**src/rtl/pipe_flush_ctrl.sv**
```systemverilog
// Pipeline flush / fetch redirect sequencer.
// On a WB exception or ERET commit it pulses flush, latches the redirect
// target, drains inst-SRAM responses belonging to the squashed fetch stream
// and then offers the target PC to pre-IF until it is accepted.
//
// state    | meaning
// ---------+-------------------------------------------------------------
// IDLE     | normal fetch; watching WB for an exception/ERET commit
// DRAIN    | squashed fetches still in flight; every data_ok is dropped
// REDIRECT | redirect_pc offered to pre-IF, waiting for redirect_ack
module pipe_flush_ctrl #(
  parameter logic [31:0] EX_ENTRY = 32'hbfc00380,
  parameter int          OUTST_W  = 2
) (
  input  logic        clk,
  input  logic        reset,
  input  logic        ws_ex,
  input  logic        ws_eret,
  input  logic [31:0] cp0_epc,
  input  logic        inst_req_fire,
  input  logic        inst_data_ok,
  output logic        flush,
  output logic        discard_data,
  output logic        redirect_valid,
  output logic [31:0] redirect_pc,
  input  logic        redirect_ack,
  output logic        busy
);

  typedef enum logic [1:0] {
    IDLE     = 2'd0,
    DRAIN    = 2'd1,
    REDIRECT = 2'd2
  } state_t;

  state_t               state, state_nxt;
  logic [OUTST_W-1:0]   outst_cnt, outst_nxt;
  logic [OUTST_W-1:0]   discard_cnt, discard_nxt;
  logic [31:0]          target, target_nxt;
  logic                 flush_evt;

  assign flush_evt = ws_ex | ws_eret;

  // Requests in flight after this cycle; also seeds the drain count so a
  // same-cycle request/response on the commit cycle is accounted for.
  always_comb begin
    outst_nxt = outst_cnt
              + {{(OUTST_W-1){1'b0}}, inst_req_fire}
              - {{(OUTST_W-1){1'b0}}, inst_data_ok};
  end

  // State, counters and target register.
  always_ff @(posedge clk) begin
    if (reset) begin
      state       <= IDLE;
      outst_cnt   <= '0;
      discard_cnt <= '0;
      target      <= '0;
    end else begin
      state       <= state_nxt;
      outst_cnt   <= outst_nxt;
      discard_cnt <= discard_nxt;
      target      <= target_nxt;
    end
  end

  // Next-state and output decode; outputs default to inactive.
  always_comb begin
    state_nxt      = state;
    discard_nxt    = discard_cnt;
    target_nxt     = target;
    flush          = 1'b0;
    discard_data   = 1'b0;
    redirect_valid = 1'b0;
    redirect_pc    = '0;
    busy           = 1'b0;
    case (state)
      IDLE: begin
        flush        = flush_evt;
        discard_data = flush_evt & inst_data_ok;
        if (flush_evt) begin
          // Exception wins over a simultaneous ERET.
          target_nxt  = ws_ex ? EX_ENTRY : cp0_epc;
          discard_nxt = outst_nxt;
          state_nxt   = (outst_nxt != '0) ? DRAIN : REDIRECT;
        end
      end
      DRAIN: begin
        busy         = 1'b1;
        discard_data = inst_data_ok;
        if (inst_data_ok) begin
          discard_nxt = discard_cnt - OUTST_W'(1);
          if (discard_cnt == OUTST_W'(1)) state_nxt = REDIRECT;
        end
      end
      REDIRECT: begin
        busy           = 1'b1;
        redirect_valid = 1'b1;
        redirect_pc    = target;
        if (redirect_ack) state_nxt = IDLE;
      end
      default: state_nxt = IDLE;
    endcase
  end

endmodule

```
**config.mk**
```make
export PLATFORM = sky130hd
export DESIGN_NAME = pipe_flush_ctrl
export DESIGN_NICKNAME = d
export VERILOG_FILES = /design/src/rtl/pipe_flush_ctrl.sv
export SDC_FILE = /design/constraint.sdc
export NUM_CORES = 1
export LEC_CHECK = 0
export CORE_ASPECT_RATIO = 0.9
export CORE_MARGIN = 8
export CORE_UTILIZATION = 36
export CTS_CLUSTER_SIZE = 24
export DETAILED_ROUTE_END_ITERATION = 6
export DONT_BUFFER_PORTS = 1
export GPL_TIMING_DRIVEN = 0
export HOLD_SLACK_MARGIN = 0.06
export PLACE_DENSITY_LB_ADDON = 0.08
export SETUP_SLACK_MARGIN = 0.05
export SYNTH_ARGS = -nofsm -noshare
export SYNTH_HDL_FRONTEND = slang
export SYNTH_SLANG_ARGS = --single-unit
```
**constraint.sdc**
```tcl
create_clock -name clk -period 1.65 [get_ports clk]
set_input_delay 0.0825 -clock clk [delete_from_list [all_inputs] [get_ports clk]]
set_output_delay 0.0825 -clock clk [all_outputs]
set_load 0.1 [all_outputs]
```
# --- Word level (Yosys, flattened, before mapping) ---
# Cells that the tools add are included.
word_totals:
  input_bits: 39
  regBits: 38
  word_cells: 38
  out_inout_bits: 36
classes:
  mux: 15
  eq_ne: 7
  reduce_logical: 7
  add_sub_neg: 3
  bitwise: 2
ops:
  columns: ["cell", "n"]
  rows:
  - ["two-way mux 32 bit", 2]
  - ["two-way mux 2 bit", 7]
  - ["!= test 2 bit (second input constant)", 4]
  - ["case mux 2 bit (3 select lines)", 1]
  - ["equality test 2 x 1 -> 1 bit (second input constant)", 2]
  - ["case mux 2 bit (2 select lines)", 1]
  - ["AND reduction 4 bit", 1]
  - ["nonzero test 2 bit", 2]
  - ["two-way mux 1 bit", 3]
  - ["AND reduction 3 bit", 1]
  - ["adder 2 x 1 -> 2 bit", 1]
  - ["equality test 2 bit (second input constant)", 1]
  - ["zero test 2 bit", 1]
  - ["case mux 1 bit (2 select lines)", 1]
  - ["AND reduction 2 bit", 1]
  - ["OR reduction 2 bit", 1]
  - ["subtractor 2 x 1 -> 2 bit", 1]
  - ["subtractor 2 x 1 -> 2 bit (second input constant)", 1]
  - ["bitwise AND 1 bit", 1]
  - ["OR 1 bit", 1]

# --- Longest topological paths before layout ---
depth:
  depth_word: 6
  mapped_depth: 8
  mapped_depth_nobuf: 8

# --- Worst setup path before layout ---
# No wires, ideal clock.
synth_timing:
  kind: "register to output"
  startpoint: "register state[0]"
  endpoint: "output redirect_pc[0]"
  path_slack_ns: -0.732
  arrival_ns: 2.300
  stages_incl_launch_ff: 5
  required_ns: 1.567
  cell_sequence: "dfxtp_1 -> inv_1 -> ha_1 -> clkbuf_1 -> and2_1"
synth_via:
  elab_chain_cells: 2
synth_rtl:
  columns: ["element", "line", "source"]
  rows:
  - ["start: declaration", "36", "state_t state, state_nxt;"]
  - ["start signal: assignment", "60", "state <= state_nxt;"]
  - ["equality test 2 bit", "77", "case (state)"]
  - ["two-way mux 32 bit", "77", null]
  - ["end: declaration", "25", "output logic [31:0] redirect_pc,"]
# Every way passes these cells.

# --- Worst setup path after layout ---
layout_timing:
  startpoint: "register state[0]"
  endpoint: "output redirect_pc[12]"
# Same word-level chain as after synthesis.

==> metrics.md <==
| Metric | Value |
|---|---|
| Ys Warns | 0 |
| Hold slack final | 0.06803 ns |
| Post-synth top area share | 41.62% |
| Reg clk slew, reported paths | 0.07 ns |
| Layout cells sized above 1 | 30.04% |
| Core region area | 0.004865 sq mm |
| CP startpoint kind | flip-flop |
| Met2 Resource Use GR | 24.70% |
| Pin count of the biggest net entering global routing | 12 |
| Hold Crit Class | in -> reg |
| Max Freq | 557.3 MHz |
| Tcrit/Tclk final | 108.8% |
| Clock Sinks | 38 |
| Sum Neg Setup Slack | -3.728 ns |
| RR Endpoint | state[1] |
| Status | finished, violations left |
| First-pass GRT wire length | 8.597 mm |
| ANT cells | 0 |
| Initial antenna violation count | 0 |
| CP Data Required Time | 1.57 ns |
| Fin. Hold Viols | 0 |
| Post-synth cell types | 27 |
| Max rail drop VDD | 1059 uV |
| Vias in the first global route | 1,740 |
| Vias | 1,681 |
| Antenna-violating nets left | 0 |
| Iter 0 DRT Violations | 27 |
| Slew Viols, Final | 0 |
| Comb pwr share | 60.6% |
| Crit path time final | 1.794 ns |
| Clk network pwr share | 13.2% |
| Synth Net Count | 266 |
| Failing checks | negative setup slack |
| Hpwl dp | 3.947 mm |
| Hold Path Depth | 2 |
| Critical Path Max Stage Delay | 0.40 ns |
| GR Util met3 | 4.766% |
| Slowest-stage cell, CP | ha_4 |
| Sequential share of power | 26.1% |
| Clock Skew | 0.002011 ns |
| IO Count | 75 |
| DRC viols | 0 |
| Final setup violation count | 35 |
| Synthesized instance count | 221 |
| Synthesized flop and latch total | 38 |
| Switch share | 47.10% |
| Slew @ Worst Pin | 0.5258 ns |
| Final Net Count | 317 |
| Max-Cap Viols | 0 |
| CTS tree | yes |
| Number of iterations in the first detailed-routing pass | 3 |
| TritonCTS buffer count | 5 |
| Pre-CTS setup slack | -0.2534 ns |
| P_leak | 1.043 nW |
| Root buffer cell | clkbuf_8 |
| Critical path's top delay family | adder cells |
| Core Util, Final | 55.38% |
| Most Used Layer, Global Route | met2 |
| Crit Path Class | reg -> out |
| Area used by multi-input combinational logic | 0.001124 sq mm |
| Worst-Skew Late Latency | 0.28 ns |
| Syn_area_per_cell | 8.272 sq um |
| Unrepaired setup endpoints after global routing | yes |
| Final Non-Filler Cells | 338 |
| Pwr dens | 1827 mW/mm^2 |
| Total global routing overflow | 0 |
| Hold-critical path endpoint | outst_cnt[0] |
| Final RePlAce weighted congestion | 0.8105 |
| Worst setup EP type | output port |
| Met1 usage | 15.13% |
| Row cnt | 24 |
| Wire per inst | 16.62 um |
| Cell depth of the worst flop-to-flop path | 7 |
| Mapped Area | 0.001828 sq mm |
| Die Area | 0.007617 sq mm |
| Area Overhead vs Synth | 47.36% |
| Layout fillers | 460 |
| Seq/Total Area, Yosys | 41.62% |
| Arr. time, crit path | 1.71 ns |
| Overall routing resource usage | 14.15% |
| Worst r2r src | state[0] |
| Hold path startpoint | inst_req_fire |
| Buf/Inv on CP | 3 |
| Slew headroom | 64.95% |
| Fin area | 0.002694 sq mm |
| Largest area contributor in the netlist | dfxtp_1 |
| Chip Height | 83.60 um |
| Die width | 91.12 um |
| Initial Utilization | 37.58% |
| Dpl cell area | 0.001973 sq mm |
| CP max FO | 7 |
| H-tree Lvls | 2 |
| Placed Cells | 286 |
| Reg2reg setup slack | -0.05 ns |
| Vias per inst | 4.973 |
| Synth top area cells | dfxtp_1 (42%), and2_1 (11%), nand3b_1 (8.6%) |
| Max Buffers Root-to-Sink | 2 |
| Reg area | 767.0 sq um |
| NetSw | 2.319 mW |
| Cell internal pwr | 2.604 mW |
| Power Total | 4.923 mW |
| Final WL | 5.616 mm |
| Number of port buffers | 0 |
| Cells along the critical path | inv_2 -> ha_4 -> buf_6 -> buf_8 -> and2_4 |
| Final worst slack | -0.1444 ns |
sequential cells by signal, summed over array words and instances, names as in the netlist:
name,count
outst_cnt,2
discard_cnt,2
target,32
state,2
cells in the mapped netlist, drive strengths merged:
master  count
dfxtp      38
and2       32
a21oi      24
nor3       24
nand2      22
nand3b     21
nor2       15
clkbuf     10
buf         7
inv         7
ha          6
nand2b      2
nor2b       2
o21ai       2
a211oi      1
a221oi      1
a311oi      1
mux2        1
mux2i       1
nor3b       1
o21a        1
or2         1
xor3        1
cells in the final DEF, fill, tap and decap left out, types with 2 or more instances in the layout:
cell           count
a21oi_1           23
and2_4            31
buf_2              4
buf_4              8
buf_6              2
clkbuf_1           8
clkbuf_16          2
clkbuf_8           8
dfxtp_1           35
dfxtp_2            2
dlygate4sd3_1     33
ha_1               2
ha_4               3
inv_1              3
inv_2              4
nand2_1           21
nand2b_1           2
nand3b_1          21
nor2_1            13
nor2_2             2
nor2b_1            2
nor3_1            23
final cells by class:
class | count | share of cell area, %
multi-input cells | 159 | 41.71
flip-flops and latches | 38 | 28.47
repair buffers | 44 | 16.91
plain buffers | 17 | 5.527
clock buffers | 7 | 3.205
well taps | 65 | 3.019
inverters | 7 | 0.9754
clock inverters | 1 | 0.1858
power groups by stage:
stage | Clock [mW] | Sequential (mW) | Combinational, mW
after global routing | 0.711 | 1.31 | 3.18
final | 0.651 | 1.29 | 2.99
after floorplan | 0 | 1.24 | 1.98
after global placement | 0 | 1.26 | 2.22
after detailed placement | 0 | 1.28 | 2.27
after CTS | 0.677 | 1.28 | 2.79
metal layers:
metal | share of wire (%) | vias up
met2 | 51 | 46
met3 | 5.0 | 9
met4 | 1.6 | 0
met1 | 43 | 791
li1 | - | 835
met5 | 0 | -
how the worst max path moves through the flow:
stage | start | endpoint | slack (ns) | cells past startpoint
after floorplan | state[0] | redirect_pc[0] | 0.06 | 4
after global placement | state[0] | redirect_pc[22] | -0.20 | 4
after detailed placement | state[0] | redirect_pc[22] | -0.25 | 4
after CTS | state[0] | redirect_pc[10] | -0.20 | 5
after global routing | state[0] | redirect_pc[12] | -0.19 | 5
final | state[0] | redirect_pc[12] | -0.14 | 5
cell families (layout without fill, tap and decap cells):
logic type,Yosys count,in the layout,synth area share [%]
flops,38,38,41.62
mux,2,2,1.164
buf+inv,24,76,5.818
compound gates,30,30,9.719
fa+ha+maj,6,6,4.107
xor+xnor,1,1,1.300
simple gates,120,120,36.28
what timing repair did:
action / in CTS / in global routing
setup buffers: 3 / 5
hold endpoints to repair: 32 / 0
pin swaps: 22 / 7
hold buffers: 33 / 0
setup endpoints to repair: 46 / 54
gates cloned: 3 / 0
resized for setup: 54 / 14
(Power assumes the default switching activity.)
